### src/rtl/osc_meas_pkg.sv
// Shared types and default constants for the oscillator measurement controller.
package osc_meas_pkg;

  typedef enum logic [1:0] {
    StIdle,
    StSettle,
    StCount,
    StDone
  } state_e;

  localparam int unsigned CntWDefault       = 16;
  localparam int unsigned WinWDefault       = 16;
  localparam int unsigned SettleCycDefault  = 8;
  localparam int unsigned SyncStagesDefault = 2;

endpackage

### src/rtl/cmp_sync_edge.sv
// Synchronizes the asynchronous comparator output and emits a registered
// one-cycle pulse per rising edge; edge-to-pulse latency is SYNC_STAGES+1.
module cmp_sync_edge #(
  parameter int unsigned SYNC_STAGES = 2
) (
  input  logic clk_i,
  input  logic rst,
  input  logic cmp_i,
  output logic pulse_o
);

  logic [SYNC_STAGES-1:0] sync_q;
  logic [SYNC_STAGES:0]   shift;
  logic                   prev_q;
  logic                   pulse_q;

  assign shift = {sync_q, cmp_i};

  // Synchronizer chain, previous-value flop and registered edge pulse.
  always_ff @(posedge clk_i or posedge rst) begin
    if (rst) begin
      sync_q  <= '0;
      prev_q  <= 1'b0;
      pulse_q <= 1'b0;
    end else begin
      sync_q  <= shift[SYNC_STAGES-1:0];
      prev_q  <= sync_q[SYNC_STAGES-1];
      pulse_q <= sync_q[SYNC_STAGES-1] & ~prev_q;
    end
  end

  assign pulse_o = pulse_q;

endmodule

### src/rtl/osc_meas_ctrl.sv
// Relaxation-oscillator measurement sequencer: discharge, count comparator
// edges over a programmable window while ping-ponging the capacitor selects,
// then present the count with a valid/ready handshake.
module osc_meas_ctrl
  import osc_meas_pkg::*;
#(
  parameter int unsigned CNT_W       = CntWDefault,
  parameter int unsigned WIN_W       = WinWDefault,
  parameter int unsigned SETTLE_CYC  = SettleCycDefault,
  parameter int unsigned SYNC_STAGES = SyncStagesDefault
) (
  input  logic             clk,
  input  logic             rst,
  input  logic             cmp,
  input  logic             start,
  input  logic             abort,
  input  logic [WIN_W-1:0] win_len,
  output logic             osc_en,
  output logic             rst_osc,
  output logic             sel_cap1,
  output logic             sel_cap2,
  output logic             busy,
  output logic [CNT_W-1:0] result,
  output logic             result_valid,
  input  logic             result_ready,
  output logic             overflow
);

  localparam logic [CNT_W-1:0] CntMax     = '1;
  localparam logic [WIN_W-1:0] SettleLast = WIN_W'(SETTLE_CYC - 1);

  state_e           state_q, state_d;
  logic [WIN_W-1:0] cyc_q, cyc_d;
  logic [WIN_W-1:0] win_q, win_d;
  logic [CNT_W-1:0] cnt_q, cnt_d;
  logic             ovf_q, ovf_d;
  logic             sel1_q, sel1_d;
  logic             sel2_q, sel2_d;
  logic             dead_q, dead_d;  // both selects low, swap in flight
  logic             pend_q, pend_d;  // one further swap queued behind it
  logic             to2_q, to2_d;    // select to raise when the dead cycle ends
  logic             pulse;

  cmp_sync_edge #(
    .SYNC_STAGES(SYNC_STAGES)
  ) u_cmp_sync_edge (
    .clk_i  (clk),
    .rst    (rst),
    .cmp_i  (cmp),
    .pulse_o(pulse)
  );

  // State, counters and capacitor-select registers.
  always_ff @(posedge clk or posedge rst) begin
    if (rst) begin
      state_q <= StIdle;
      cyc_q   <= '0;
      win_q   <= WIN_W'(1);
      cnt_q   <= '0;
      ovf_q   <= 1'b0;
      sel1_q  <= 1'b1;
      sel2_q  <= 1'b0;
      dead_q  <= 1'b0;
      pend_q  <= 1'b0;
      to2_q   <= 1'b0;
    end else begin
      state_q <= state_d;
      cyc_q   <= cyc_d;
      win_q   <= win_d;
      cnt_q   <= cnt_d;
      ovf_q   <= ovf_d;
      sel1_q  <= sel1_d;
      sel2_q  <= sel2_d;
      dead_q  <= dead_d;
      pend_q  <= pend_d;
      to2_q   <= to2_d;
    end
  end

  // Next-state: sequencing, saturating edge count and break-before-make swaps.
  always_comb begin
    state_d = state_q;
    cyc_d   = cyc_q;
    win_d   = win_q;
    cnt_d   = cnt_q;
    ovf_d   = ovf_q;
    sel1_d  = sel1_q;
    sel2_d  = sel2_q;
    dead_d  = dead_q;
    pend_d  = pend_q;
    to2_d   = to2_q;

    unique case (state_q)
      StIdle: begin
        if (start) begin
          state_d = StSettle;
          win_d   = (win_len == '0) ? WIN_W'(1) : win_len;
          cyc_d   = '0;
          cnt_d   = '0;
          ovf_d   = 1'b0;
        end
      end
      StSettle: begin
        if (cyc_q == SettleLast) begin
          state_d = StCount;
          cyc_d   = '0;
        end else begin
          cyc_d = cyc_q + WIN_W'(1);
        end
      end
      StCount: begin
        if (pulse) begin
          if (cnt_q == CntMax) ovf_d = 1'b1;
          else                 cnt_d = cnt_q + CNT_W'(1);
        end
        if (dead_q) begin
          sel1_d = ~to2_q;
          sel2_d = to2_q;
          dead_d = 1'b0;
          pend_d = pend_q | pulse;
        end else if (pulse || pend_q) begin
          to2_d  = sel1_q;
          sel1_d = 1'b0;
          sel2_d = 1'b0;
          dead_d = 1'b1;
          pend_d = 1'b0;
        end
        if (cyc_q == win_q - WIN_W'(1)) begin
          state_d = StDone;
          cyc_d   = '0;
        end else begin
          cyc_d = cyc_q + WIN_W'(1);
        end
      end
      StDone: begin
        if (result_ready) state_d = StIdle;
      end
      default: state_d = StIdle;
    endcase

    if (abort) begin
      state_d = StIdle;
      cnt_d   = '0;
      ovf_d   = 1'b0;
    end

    // Outside the counting window the selects rest at cap1.
    if (state_d != StCount) begin
      sel1_d = 1'b1;
      sel2_d = 1'b0;
      dead_d = 1'b0;
      pend_d = 1'b0;
    end
  end

  assign osc_en       = (state_q == StSettle) || (state_q == StCount);
  assign rst_osc      = (state_q != StCount);
  assign busy         = (state_q != StIdle);
  assign result_valid = (state_q == StDone);
  assign result       = cnt_q;
  assign overflow     = ovf_q;
  assign sel_cap1     = sel1_q;
  assign sel_cap2     = sel2_q;

endmodule

### config.mk
export PLATFORM = sky130hd
export DESIGN_NAME = osc_meas_ctrl
export DESIGN_NICKNAME = d
export VERILOG_FILES = /design/src/rtl/osc_meas_pkg.sv /design/src/rtl/cmp_sync_edge.sv /design/src/rtl/osc_meas_ctrl.sv
export SDC_FILE = /design/constraint.sdc
export NUM_CORES = 1
export LEC_CHECK = 0
export BUFFER_PORTS_ARGS = -buffer_cell sky130_fd_sc_hd__buf_2
export CAP_MARGIN = 20
export CORE_ASPECT_RATIO = 1.1
export CORE_MARGIN = 2
export CORE_UTILIZATION = 34
export CTS_CLUSTER_SIZE = 8
export DETAILED_ROUTE_END_ITERATION = 8
export SLEW_MARGIN = 5
export SYNTH_ARGS = -nofsm -noshare
export SYNTH_HDL_FRONTEND = slang
export SYNTH_SLANG_ARGS = --single-unit
### constraint.sdc
create_clock -name clk -period 4.65 [get_ports clk]
set_input_delay 0.6975 -clock clk [delete_from_list [all_inputs] [get_ports clk]]
set_output_delay 0.6975 -clock clk [all_outputs]
set_load 0.05 [all_outputs]
Word level (Yosys, flattened, before mapping)
Index checks and enable logic that the tools add are counted.
{"block": "totals", "in_bits": 22, "regBits": 60}
{"block": "classes", "n_reduce_logical": 15, "add_sub_neg": 3, "bitwise": 5, "n_mux": 34, "eq_ne": 13}
{"cell": "16-bit two-way mux", "count": 7}
{"cell": "16-bit one-hot mux with 3 select lines", "count": 1}
{"cell": "16-bit by 1-bit adder with 16-bit output, second input constant", "count": 2}
{"cell": "16-bit one-hot mux with 2 select lines", "count": 1}
{"cell": "1-bit two-way mux", "count": 18}
{"cell": "16-bit == test", "count": 1}
{"cell": "16-bit == test, second input constant", "count": 1}
{"cell": "16-bit by 3-bit == test with 1-bit output, second input constant", "count": 1}
{"cell": "16-bit logical NOT", "count": 1}
{"cell": "16-bit by 1-bit subtractor with 16-bit output, second input constant", "count": 1}
{"cell": "2-bit two-way mux", "count": 5}
{"cell": "3-bit inequality test, second input constant", "count": 3}
{"cell": "3-bit nonzero test", "count": 3}
{"cell": "2-bit one-hot mux with 4 select lines", "count": 1}
{"cell": "4-bit AND reduction", "count": 2}
{"cell": "2-bit inequality test, second input constant", "count": 3}
{"cell": "2-bit AND reduction", "count": 3}
{"cell": "2-bit == test, second input constant", "count": 2}
{"cell": "2-bit nonzero test", "count": 2}
{"cell": "3-bit by 2-bit inequality test with 1-bit output, second input constant", "count": 1}
{"cell": "1-bit NOT", "count": 3}
{"cell": "3-bit AND reduction", "count": 1}
{"cell": "2-bit by 1-bit == test with 1-bit output, second input constant", "count": 1}
{"cell": "2-bit logical NOT", "count": 1}
{"cell": "other kinds (4)", "count": 5}

Depth between registers and ports, before layout
Gate-level depths: netlist (run 1).
{"block": "logic_depth", "ltp_word": 8, "mapped_depth": 12, "depth_no_buf": 9}

Modules after synthesis
From an unflattened synthesis (run 1), not the netlist that was laid out.
{"block": "hier_totals", "hier_cells": 368, "hier_area_um2": 3555.9}
{"module": "osc_meas_ctrl", "n_inst": 1, "cells_each": 362, "area_each_um2": 3438.3}
{"module": "cmp_sync_edge", "n_inst": 1, "cells_each": 6, "area_each_um2": 117.6}

Worst setup path after synthesis (run 1)
OpenSTA, ideal clock, no wires.
{"block": "synth_timing", "path_type": "reg-to-reg", "from": "reg win_q[1]", "to": "reg cyc_q[9]", "setup_slack_ns": 1.803, "period_less_slack_ns": 2.847, "n_path_buf": 3, "arrival_time_ns": 2.713, "path_stages_with_launch": 13, "t_required_ns": 4.515, "setup_time_ns": 0.135, "path_cell_list": "dfrtp_1 -> inv_1 -> ha_1 -> or4b_1 -> buf_2 -> nor4_1 -> xnor2_1 -> o2111ai_1 -> o41a_1 -> buf_6 -> buf_6 -> a31oi_4 -> o31ai_2"}
{"block": "synth_between", "elab_chain_cells": 4}
{"item": "start: declaration", "line_no": "osc_meas_ctrl.sv:34", "source": "logic [WIN_W-1:0] win_q, win_d;"}
{"item": "start signal: assignment", "line_no": "osc_meas_ctrl.sv:69", "source": "win_q <= win_d;"}
{"item": "16-bit by 1-bit subtractor with 16-bit output", "line_no": "osc_meas_ctrl.sv:128", "source": "if (cyc_q == win_q - WIN_W'(1)) begin"}
{"item": "16-bit == test", "line_no": "osc_meas_ctrl.sv:128"}
{"item": "16-bit two-way mux", "line_no": "osc_meas_ctrl.sv:128"}
{"item": "16-bit one-hot mux with 3 select lines", "line_no": "osc_meas_ctrl.sv:93", "source": "unique case (state_q)"}
{"item": "end signal: assignment", "line_no": "osc_meas_ctrl.sv:68", "source": "cyc_q <= cyc_d;"}
{"item": "end: declaration", "line_no": "osc_meas_ctrl.sv:33", "source": "logic [WIN_W-1:0] cyc_q, cyc_d;"}
No other way between the ends.
A chain may end at the register's enable or synchronous reset.

Final worst setup path (run 1)
{"block": "layout_timing", "from": "reg win_q[1]", "to": "reg cyc_q[5]"}
The elaborated chain is that of the path after synthesis.

==> flow_summary.toml, run 1 <==
[setup_path]
critPathArrivalTime_ns = 3.71
crit_slowest_cell = "o41a_1"
max_stage_delay_ns = 0.75
endpoint_kind = "register"
worst-path-buf-inv = 1
start_kind = "register"
path_cells = "inv_1 -> ha_1 -> or4b_1 -> o21a_1 -> o211a_1 -> o32ai_1 -> o41a_1 -> nand2b_4 -> o311ai_4"
path_max_fanout = 18
cpLargestDelayFamily = "compound AO/OA/AOI/OAI gates"
crit_type = "register to register"
required_ns = 4.88

[clock_network]
insertion_delay_ns = 0.33
cts_htree_levels = 3
cts_hold_buf = 0
clk_pin_slew_ns = 0.05
cts.sinks = 60
numCtsBuffers = 9
cts_resized = 0
cts_root_buffer = "clkbuf_16"
cts_tree = "yes"
cts.path.max_buffers = 2
post_cts_buffers = 0

[power]
clkPwrFrac_pct = 42.2
seq_power_share_pct = 42.8
power.net_switching_mw = 0.383
peakVddDrop_mv = 0.134
internal_power_mw = 1.02
power_density_mw_per_mm2 = 329
p_leak_nw = 1.78
p_total_mw = 1.40
switching_share_pct = 27.4
combinationalPowerShare_pct = 15.0

[timing]
timing.final.crit_share_pct = 74.9
rsz0062_at_grt = "false"
timing.fmax_mhz = 287
worst_pin_slew_ns = 0.842
hold_viol = 0
finClkSkew_ns = 0.00702
maxSlewViolCount = 0
period_minus_slack_ns = 3.48
relSlewSlack_pct = 43.8
setup_viol_count_final = 0
setup_tns_ns = 0
setup_slack_ns = 1.17

[global_routing]
antenna_found_initial = 0
grt_pass1_vias = 2898
grt_util_met3_pct = 3.86
top_usage_layer = "met2"
use_met2_pct = 23.9
grt_pass1_wl_um = 14300
grt-ovfl-total = 0
grt_max_degree = 61
grt_use_total_pct = 15.6
grt_util_met1_pct = 20.9

[yosys]
synth_nets = 417
synth-async-reset-ratio_pct = 100
synth_edf_count = 0
synth_flop_cell = "dfrtp_1"
syn_area_mm2 = 0.00370
avgSynthCellArea_um2 = 9.54
ys_seq_area_share_pct = 40.6
ys_ff_latch = 60
ys_warn_count = 0
netlist-cell-type-count = 60
synth_cells = 388

[finish]
most-common-layout-cells = "dfrtp_1, buf_2, nand2_1"
num-nets-final = 450
instances_no_fill = 569
antenna_cells = 0
fillers = 1031
final_common_cell = "dfrtp_1"
drive_gt1_share_pct = 22.5
syn_to_final_growth_pct = 15.0
final_cell_area_mm2 = 0.00426

[die]
start_util_pct = 35.3
io_pins = 45
die_y_um = 113
core_area_mm2 = 0.0105
die_x_um = 103
dieArea_mm2 = 0.0117
core.rowCount = 39

[routing]
routed_via_density = 5.26
wl_per_cell_um = 15.0
detail_route.iter0.violations = 150
antenna_left = 0
route.detailed.drc = 0
drt-total-wl_um = 8510
drtPass1Iterations = 4
num_vias = 2993

[placement]
pre_cts_ws_ns = 1.18
hpwlAfterDp_um = 6170
placed_cell_area_mm2 = 0.00399
numPortBuffers = 44
placedCellCount = 553
gp_congestion = 0.775

[run_status]
status = "finished, final reports clean"

[hold_path]
min_path_type = "register to register"

[job]
drv_cap = 0
-- per-layer routing --
layer  vias up  wire length (µm)
li1       1482                 -
met1      1441              4090
met2        55              3890
met3        15               328
met4         0               204
met5         -                 0
-- stage by stage --
stage          hold slack (ns)  util (%)
2_1_floorplan            0.331         -
3_3_place_gp             0.334      38.1
3_5_place_dp             0.336      38.1
4_1_cts                  0.348      40.6
5_1_grt                  0.354      40.6
6_report                 0.346      40.6
-- cells in the mapped netlist, types with 2 or more instances --
cell type | instances | area share [%]
o21a_1 | 2 | 0.41
dfstp_2 | 2 | 1.4
nor4bb_1 | 2 | 0.54
and3_1 | 5 | 0.85
buf_2 | 4 | 0.54
nand3b_1 | 4 | 0.81
ha_1 | 7 | 2.4
clkbuf_1 | 17 | 1.7
dfrtp_1 | 58 | 39
o21ai_0 | 12 | 1.6
o31ai_1 | 2 | 0.41
inv_1 | 15 | 1.5
and2_1 | 2 | 0.34
xor2_1 | 17 | 4.0
nor4b_1 | 3 | 0.71
nor2b_1 | 3 | 0.51
or3_1 | 9 | 1.5
o22ai_1 | 3 | 0.51
nor2_1 | 29 | 2.9
a21o_1 | 4 | 0.81
nand2_1 | 32 | 3.2
o311ai_4 | 5 | 3.5
xnor2_1 | 12 | 2.8
or4_1 | 4 | 0.81
nand4_1 | 9 | 1.5
mux2_2 | 15 | 4.6
nor4_1 | 12 | 2.0
a22o_1 | 3 | 0.71
o211ai_1 | 5 | 1.0
o211a_1 | 3 | 0.81
or2_2 | 6 | 1.0
a21oi_1 | 17 | 2.3
nor3_1 | 10 | 1.4
buf_6 | 4 | 1.2
a21boi_0 | 2 | 0.41
nand3_1 | 25 | 3.4
-- power groups by stage --
stage,Sequential (mW),Combinational [mW],Clock (mW)
global route,0.606,0.235,0.637
CTS,0.598,0.213,0.610
global placement,0.605,0.208,0
finish,0.599,0.210,0.590
floorplan,0.589,0.178,0
detailed placement,0.606,0.211,0
-- final cells by class --
type | count | area, µm² | share of cell area (%)
multi-input combinational | 287 | 2010 | 47.2
sequential | 60 | 1500 | 35.3
timing repair buffer | 47 | 243 | 5.70
clock inverter | 2 | 10.0 | 0.235
tap | 143 | 179 | 4.20
clock buffer | 14 | 254 | 5.97
inverter | 16 | 60.1 | 1.41
-- sequential cells by signal, summed over array words and instances, names as in the netlist --
name                     flops
cyc_q                       16
result                      16
win_q                       16
state_q                      2
u_cmp_sync_edge.sync_q       2
dead_q                       1
overflow                     1
pend_q                       1
sel_cap1                     1
sel_cap2                     1
to2_q                        1
u_cmp_sync_edge.prev_q       1
u_cmp_sync_edge.pulse_o      1
-- cells by family after synthesis --
family,after synthesis,synth area share (%)
AND/OR/NAND/NOR,164,23.9
AO/OA/AOI/OAI,71,16.3
flip-flops,60,40.6
buffers and inverters,41,5.10
XOR/XNOR,29,6.86
multiplexers,16,4.83
adder cells (fa/ha/maj),7,2.37
-- worst paths after layout --
check,start,end,slack (ns),depth (start not counted)
worst max register to register,win_q[1]$_DFFE_PP0P_,cyc_q[5]$_DFFE_PP0P_,1.17,9
max in group asynchronous,rst,u_cmp_sync_edge.sync_q[1]$_DFF_PP0_,3.55,3
worst min-delay path,u_cmp_sync_edge.sync_q[0]$_DFF_PP0_,u_cmp_sync_edge.sync_q[1]$_DFF_PP0_,0.35,0
worst max-delay path,win_q[1]$_DFFE_PP0P_,cyc_q[5]$_DFFE_PP0P_,1.17,9
min in group asynchronous,rst,result[13]$_DFFE_PP0P_,0.60,3
worst min register to register,u_cmp_sync_edge.sync_q[0]$_DFF_PP0_,u_cmp_sync_edge.sync_q[1]$_DFF_PP0_,0.35,0
(Power assumes the default switching activity.)
==> run 2, diff against run 1 <==
--- a/config.mk
+++ b/config.mk
@@ -5,6 +5,7 @@
 export SDC_FILE = /design/constraint.sdc
 export NUM_CORES = 1
 export LEC_CHECK = 0
+export ABC_AREA = 1
 export BUFFER_PORTS_ARGS = -buffer_cell sky130_fd_sc_hd__buf_2
 export CAP_MARGIN = 20
 export CORE_ASPECT_RATIO = 1.1
==> constraint.sdc (replaced) <==
create_clock -name clk -period 2.8 [get_ports clk]
set_input_delay 0.42 -clock clk [delete_from_list [all_inputs] [get_ports clk]]
set_output_delay 0.42 -clock clk [all_outputs]
set_load 0.05 [all_outputs]
==> run 2 against run 1 <==
Final area is 4.5% higher. Hold slack lost 0.19 ns. Clock-buffer cell count is 2 lower.
==> flow_summary.toml, run 2 <==
[clock_network]
cts_tree = "yes"
insertion_delay_ns = 0.34
cts_hold_buf = 0
cts.path.max_buffers = 2
clk_pin_slew_ns = 0.05
numCtsBuffers = 9
post_cts_buffers = 0
cts.sinks = 60
cts_root_buffer = "clkbuf_16"
cts_htree_levels = 3

[placement]
gp_congestion = 0.876
pre_cts_ws_ns = 0.259
placedCellCount = 688
hpwlAfterDp_um = 6910
numPortBuffers = 44

[yosys]
ys_ff_latch = 60
ys_top_cells_by_area = "dfrtp_1, nand2_1, inv_1, nor2_1, xor2_1"
ys_seq_area_share_pct = 40.3
post-synth-top-area-cell = "dfrtp_1"
ys_warn_count = 0
synth_nets = 530
synth-async-reset-ratio_pct = 100
yosys-top-cells-count = "nand2_1, inv_1, dfrtp_1"
synth_flop_cell = "dfrtp_1"
synth_cells = 501
avgSynthCellArea_um2 = 7.46
netlist-cell-type-count = 40
synth_edf_count = 0
syn_area_mm2 = 0.00374
synth_top_area_share_pct = 38.8
synth_most_common_cell = "nand2_1"

[run_status]
status = "finished, final reports clean"

[timing]
setup_tns_ns = 0
setup_viol_count_final = 0
maxSlewViolCount = 0
relSlewSlack_pct = 54.0
period_minus_slack_ns = 2.43
setup_slack_ns = 0.370
timing.fmax_mhz = 412
rsz0062_at_grt = "false"
finClkSkew_ns = 0.00627
worst_pin_slew_ns = 0.689
hold_viol = 0
whs_ns = 0.160
timing.final.crit_share_pct = 86.8

[global_routing]
grt_use_total_pct = 16.6
grt_pass1_vias = 3302
grt_pass1_wl_um = 15500
grt_max_degree = 35
antenna_found_initial = 0
grt-ovfl-total = 0

[routing]
route.detailed.drc = 0
num_vias = 3349
detail_route.iter0.violations = 196
drt-total-wl_um = 9010
wl_per_cell_um = 12.8
drtPass1Iterations = 4
antenna_left = 0
routed_via_density = 4.76

[die]
core.rowCount = 40
core_area_mm2 = 0.0108
io_pins = 45
start_util_pct = 34.6
dieArea_mm2 = 0.0118
die_y_um = 114
die_x_um = 104

[setup_path]
crit_type = "register to register"
endpoint_kind = "register"
crit_slowest_cell = "dfrtp_1"
max_stage_delay_ns = 0.42
critPathArrivalTime_ns = 2.65
required_ns = 3.02
start_kind = "register"
path_max_fanout = 25
path_cells = "inv_1 -> ha_2 -> nand2_4 -> inv_4 -> or2_4 -> nor2_2 -> nor2_4 -> inv_4 -> nand2_4 -> nand2_2 -> nor3_4 -> nand3_1 -> nand2_1 -> a21oi_1"

[power]
peakVddDrop_mv = 0.269
p_total_mw = 2.60
p_leak_nw = 2.11
power_density_mw_per_mm2 = 585

[hold_path]
min_path_type = "input pin to async pin"

[finish]
syn_to_final_growth_pct = 19.1
instances_no_fill = 704
antenna_cells = 0
final_common_cell = "nand2_1"
num-nets-final = 581
drive_gt1_share_pct = 19.0
most-common-layout-cells = "nand2_1, inv_1, dfrtp_1"

[job]
drv_cap = 0
run 2: path summary, 6_finish.rpt:
check	startpoint	to	slack [ns]	cells past startpoint
worst min register to register	u_cmp_sync_edge.sync_q[0]$_DFF_PP0_	u_cmp_sync_edge.sync_q[1]$_DFF_PP0_	0.35	0
worst max-delay path	state_q[0]$_DFF_PP0_	result[15]$_DFFE_PP0P_	0.37	14
min in group clk	cmp	u_cmp_sync_edge.sync_q[0]$_DFF_PP0_	0.19	1
worst min-delay path	rst	result[1]$_DFFE_PP0P_	0.16	2
worst max register to register	state_q[0]$_DFF_PP0_	result[15]$_DFFE_PP0P_	0.37	14
max in group asynchronous	rst	win_q[0]$_DFFE_PP1P_	1.96	3
run 2: report_power, final:
group / internal (mW) / total, mW / switching [mW]
sequential: 0.922 / 0.987 / 0.0655
clock: 0.802 / 1.20 / 0.395
combinational: 0.141 / 0.418 / 0.278
total: 1.86 / 2.60 / 0.738
run 2: per-stage QoR:
stage,util (%),cell area (µm²)
floorplan,-,3740
global placement,38.2,4130
detailed placement,38.2,4130
CTS,41.1,4450
global route,41.2,4450
finish,41.2,4450
run 2: routing by layer:
layer / global-route usage (%) / wire, µm / vias up
li1: - / - / 1699
met1: 19.2 / 3980 / 1565
met2: 29.3 / 4470 / 73
met3: 4.80 / 399 / 12
met4: 5.86 / 158 / 0
met5: 0 / 0 / -
run 2: cells by family after synthesis:
| kind of cell | share of synthesized area, % |
|---|---|
| and+or+nand+nor | 32.2 |
| buffers and inverters | 8.61 |
| AOI/OAI and AO/OA | 11.0 |
| DFF | 40.3 |
| xor gates and xnor gates | 5.63 |
| adders and majority gates | 2.34 |
run 2: cell type report:
class | count | area, µm²
Clock buffer | 12 | 246
Inverter | 76 | 290
Tap cell | 147 | 184
Clock inverter | 4 | 72.6
Sequential cell | 60 | 1500
Multi-Input combinational cell | 360 | 1910
Timing Repair Buffer | 45 | 240
Fill cell | 1159 | 6360
run 2: critical path, delay by kind of cell, from the launching register on:
family | cells | cell delay (ns)
AO/OA/AOI/OAI | 1 | 0.04
AND/OR/NAND/NOR | 9 | 1.12
buffers and inverters | 3 | 0.46
adder cells (fa/ha/maj) | 1 | 0.28
flip-flops | 1 | 0.42
run 2: timing repair:
action                                 CTS  global route
endpoints found under the hold margin    0             0
setup endpoints to repair                0             1
gates resized for setup                  0             1
==> run 3, diff against run 2 <==
--- a/config.mk
+++ b/config.mk
@@ -9,7 +9,7 @@
 export BUFFER_PORTS_ARGS = -buffer_cell sky130_fd_sc_hd__buf_2
 export CAP_MARGIN = 20
 export CORE_ASPECT_RATIO = 1.1
-export CORE_MARGIN = 2
+export CORE_MARGIN = 8
 export CORE_UTILIZATION = 34
 export CTS_CLUSTER_SIZE = 8
 export DETAILED_ROUTE_END_ITERATION = 8
==> constraint.sdc (replaced) <==
create_clock -name clk -period 2.7 [get_ports clk]
set_input_delay 0.405 -clock clk [delete_from_list [all_inputs] [get_ports clk]]
set_output_delay 0.405 -clock clk [all_outputs]
set_load 0.05 [all_outputs]
==> run 3 against run 2 <==
Cell count rose by 0.57%. Critical endpoint is now cyc_q[15]$_DFFE_PP0P_. Routed wire length rose by 2.9%. Hold slack got worse by 0.041 ns. Register-to-register slack got worse by 0.07 ns. Clock-buffer cell count fell by 1. Largest power group unchanged. First-iteration DRC count fell by 41%. Combinational power rose by 5.3%. Maximum frequency rose by 1.1%.
==> flow_summary.toml, run 3 (synthesized netlist as in run 2, its figures left out) <==
[run_status]
status = "finished, final reports clean"

[setup_path]
endpoint_kind = "register"
path_cells = "inv_1 -> ha_1 -> nand2_2 -> nor2_4 -> nand2_1 -> nand2_1 -> nand2_1 -> nor2_1 -> nand2_1 -> nor2_1 -> nand2_1 -> nand2_1 -> nand2_1 -> nand2_2 -> o22ai_1"
max_stage_delay_ns = 0.39
crit_top_cell = "nand2_1"
start_kind = "register"
r2r_start = "win_q[1]$_DFFE_PP0P_"
required_ns = 2.88
crit_type = "register to register"
path_max_fanout = 15
setup.worst_path.start = "win_q[1]$_DFFE_PP0P_"
crit_slowest_cell = "dfrtp_1"
critPathArrivalTime_ns = 2.59

[routing]
num_vias = 3322
drt-total-wl_um = 9270
route.detailed.drc = 0
antenna_left = 0
detail_route.iter0.violations = 116
routed_via_density = 4.69
wl_per_cell_um = 13.1
drtPass1Iterations = 4

[finish]
fin_util_pct = 41.0
num-nets-final = 586
most-common-layout-cells = "nand2_1, inv_1, dfrtp_1"
antenna_cells = 0
syn_to_final_growth_pct = 18.6
fillers = 1165
instances_no_fill = 708
final_common_cell = "nand2_1"
drive_gt1_share_pct = 19.8

[power]
power_density_mw_per_mm2 = 569
p_leak_nw = 2.12
peakVddDrop_mv = 0.275
p_total_mw = 2.52

[timing]
timing.final.crit_share_pct = 89.0
setup_tns_ns = 0
maxSlewViolCount = 0
relSlewSlack_pct = 64.3
finClkSkew_ns = 0.00560
setup_viol_count_final = 0
timing.fmax_mhz = 416
whs_ns = 0.119
rsz0062_at_grt = "false"
worst_pin_slew_ns = 0.534
period_minus_slack_ns = 2.40
hold_viol = 0

[placement]
numPortBuffers = 44
gp_congestion = 0.821
hpwlAfterDp_um = 7360
placedCellCount = 693

[clock_network]
cts_root_buffer = "clkbuf_16"
cts_tree = "yes"
numCtsBuffers = 9
post_cts_buffers = 0
cts_hold_buf = 0
cts_htree_levels = 3
clk_pin_slew_ns = 0.05
insertion_delay_ns = 0.32
cts_resized = 0
cts.sinks = 60
cts.path.max_buffers = 2

[job]
drv_cap = 0

[global_routing]
grt_pass1_wl_um = 15400
antenna_found_initial = 0
grt_max_degree = 27
grt_pass1_vias = 3210
grt_use_total_pct = 13.2
grt-ovfl-total = 0

[die]
die_y_um = 126
dieArea_mm2 = 0.0146
io_pins = 45
core_area_mm2 = 0.0108
start_util_pct = 34.6
die_x_um = 116
core.rowCount = 40

[hold_path]
min_path_type = "input pin to async pin"
==> run 3: final timing paths <==
check | to | slack (ns) | cells after the start
min in group clk | u_cmp_sync_edge.sync_q[0]$_DFF_PP0_ | 0.19 | 1
hold reg to reg | u_cmp_sync_edge.sync_q[1]$_DFF_PP0_ | 0.36 | 0
setup / recovery | cyc_q[15]$_DFFE_PP0P_ | 0.30 | 15
setup reg to reg | cyc_q[15]$_DFFE_PP0P_ | 0.30 | 15
max in group asynchronous | win_q[0]$_DFFE_PP1P_ | 1.90 | 3
hold / removal | cyc_q[15]$_DFFE_PP0P_ | 0.12 | 2
==> run 3: layout make-up <==
class                   count  area [µm²]  area share [%]
clock inverters             4        25.0           0.565
well taps                 147         184            4.15
repair buffers             50         265            5.99
inverters                  76         290            6.55
multi-input cells         360        1910            43.1
flip-flops and latches     60        1500            33.9
clock buffers              11         253            5.70
==> run 3: worst max-delay path: cells and delay by family, from the launching register on <==
kind	cells	cell delay, ns
fa+ha+maj	1	0.26
flops	1	0.39
simple gates	12	1.37
compound gates	1	0.13
buf+inv	1	0.11
==> run 3: power by group <==
part / switching, mW / internal (mW) / total, mW
sequential: 0.0669 / 0.956 / 1.02
clock: 0.398 / 0.661 / 1.06
combinational: 0.290 / 0.150 / 0.440
==> run 3: metal layers <==
layer / share of wire (%) / track usage (%)
met5: 0 / 0
met4: 1.3 / 4.51
met3: 4.8 / 3.63
met2: 49 / 21.9
met1: 45 / 16.0
==> run 3: through the flow <==
stage               setup WS, ns  instance area, µm²
finish                     0.297                4430
global route              0.0327                4430
CTS                        0.301                4430
detailed placement         0.299                4150
global placement           0.374                4150
floorplan                  0.459                3740
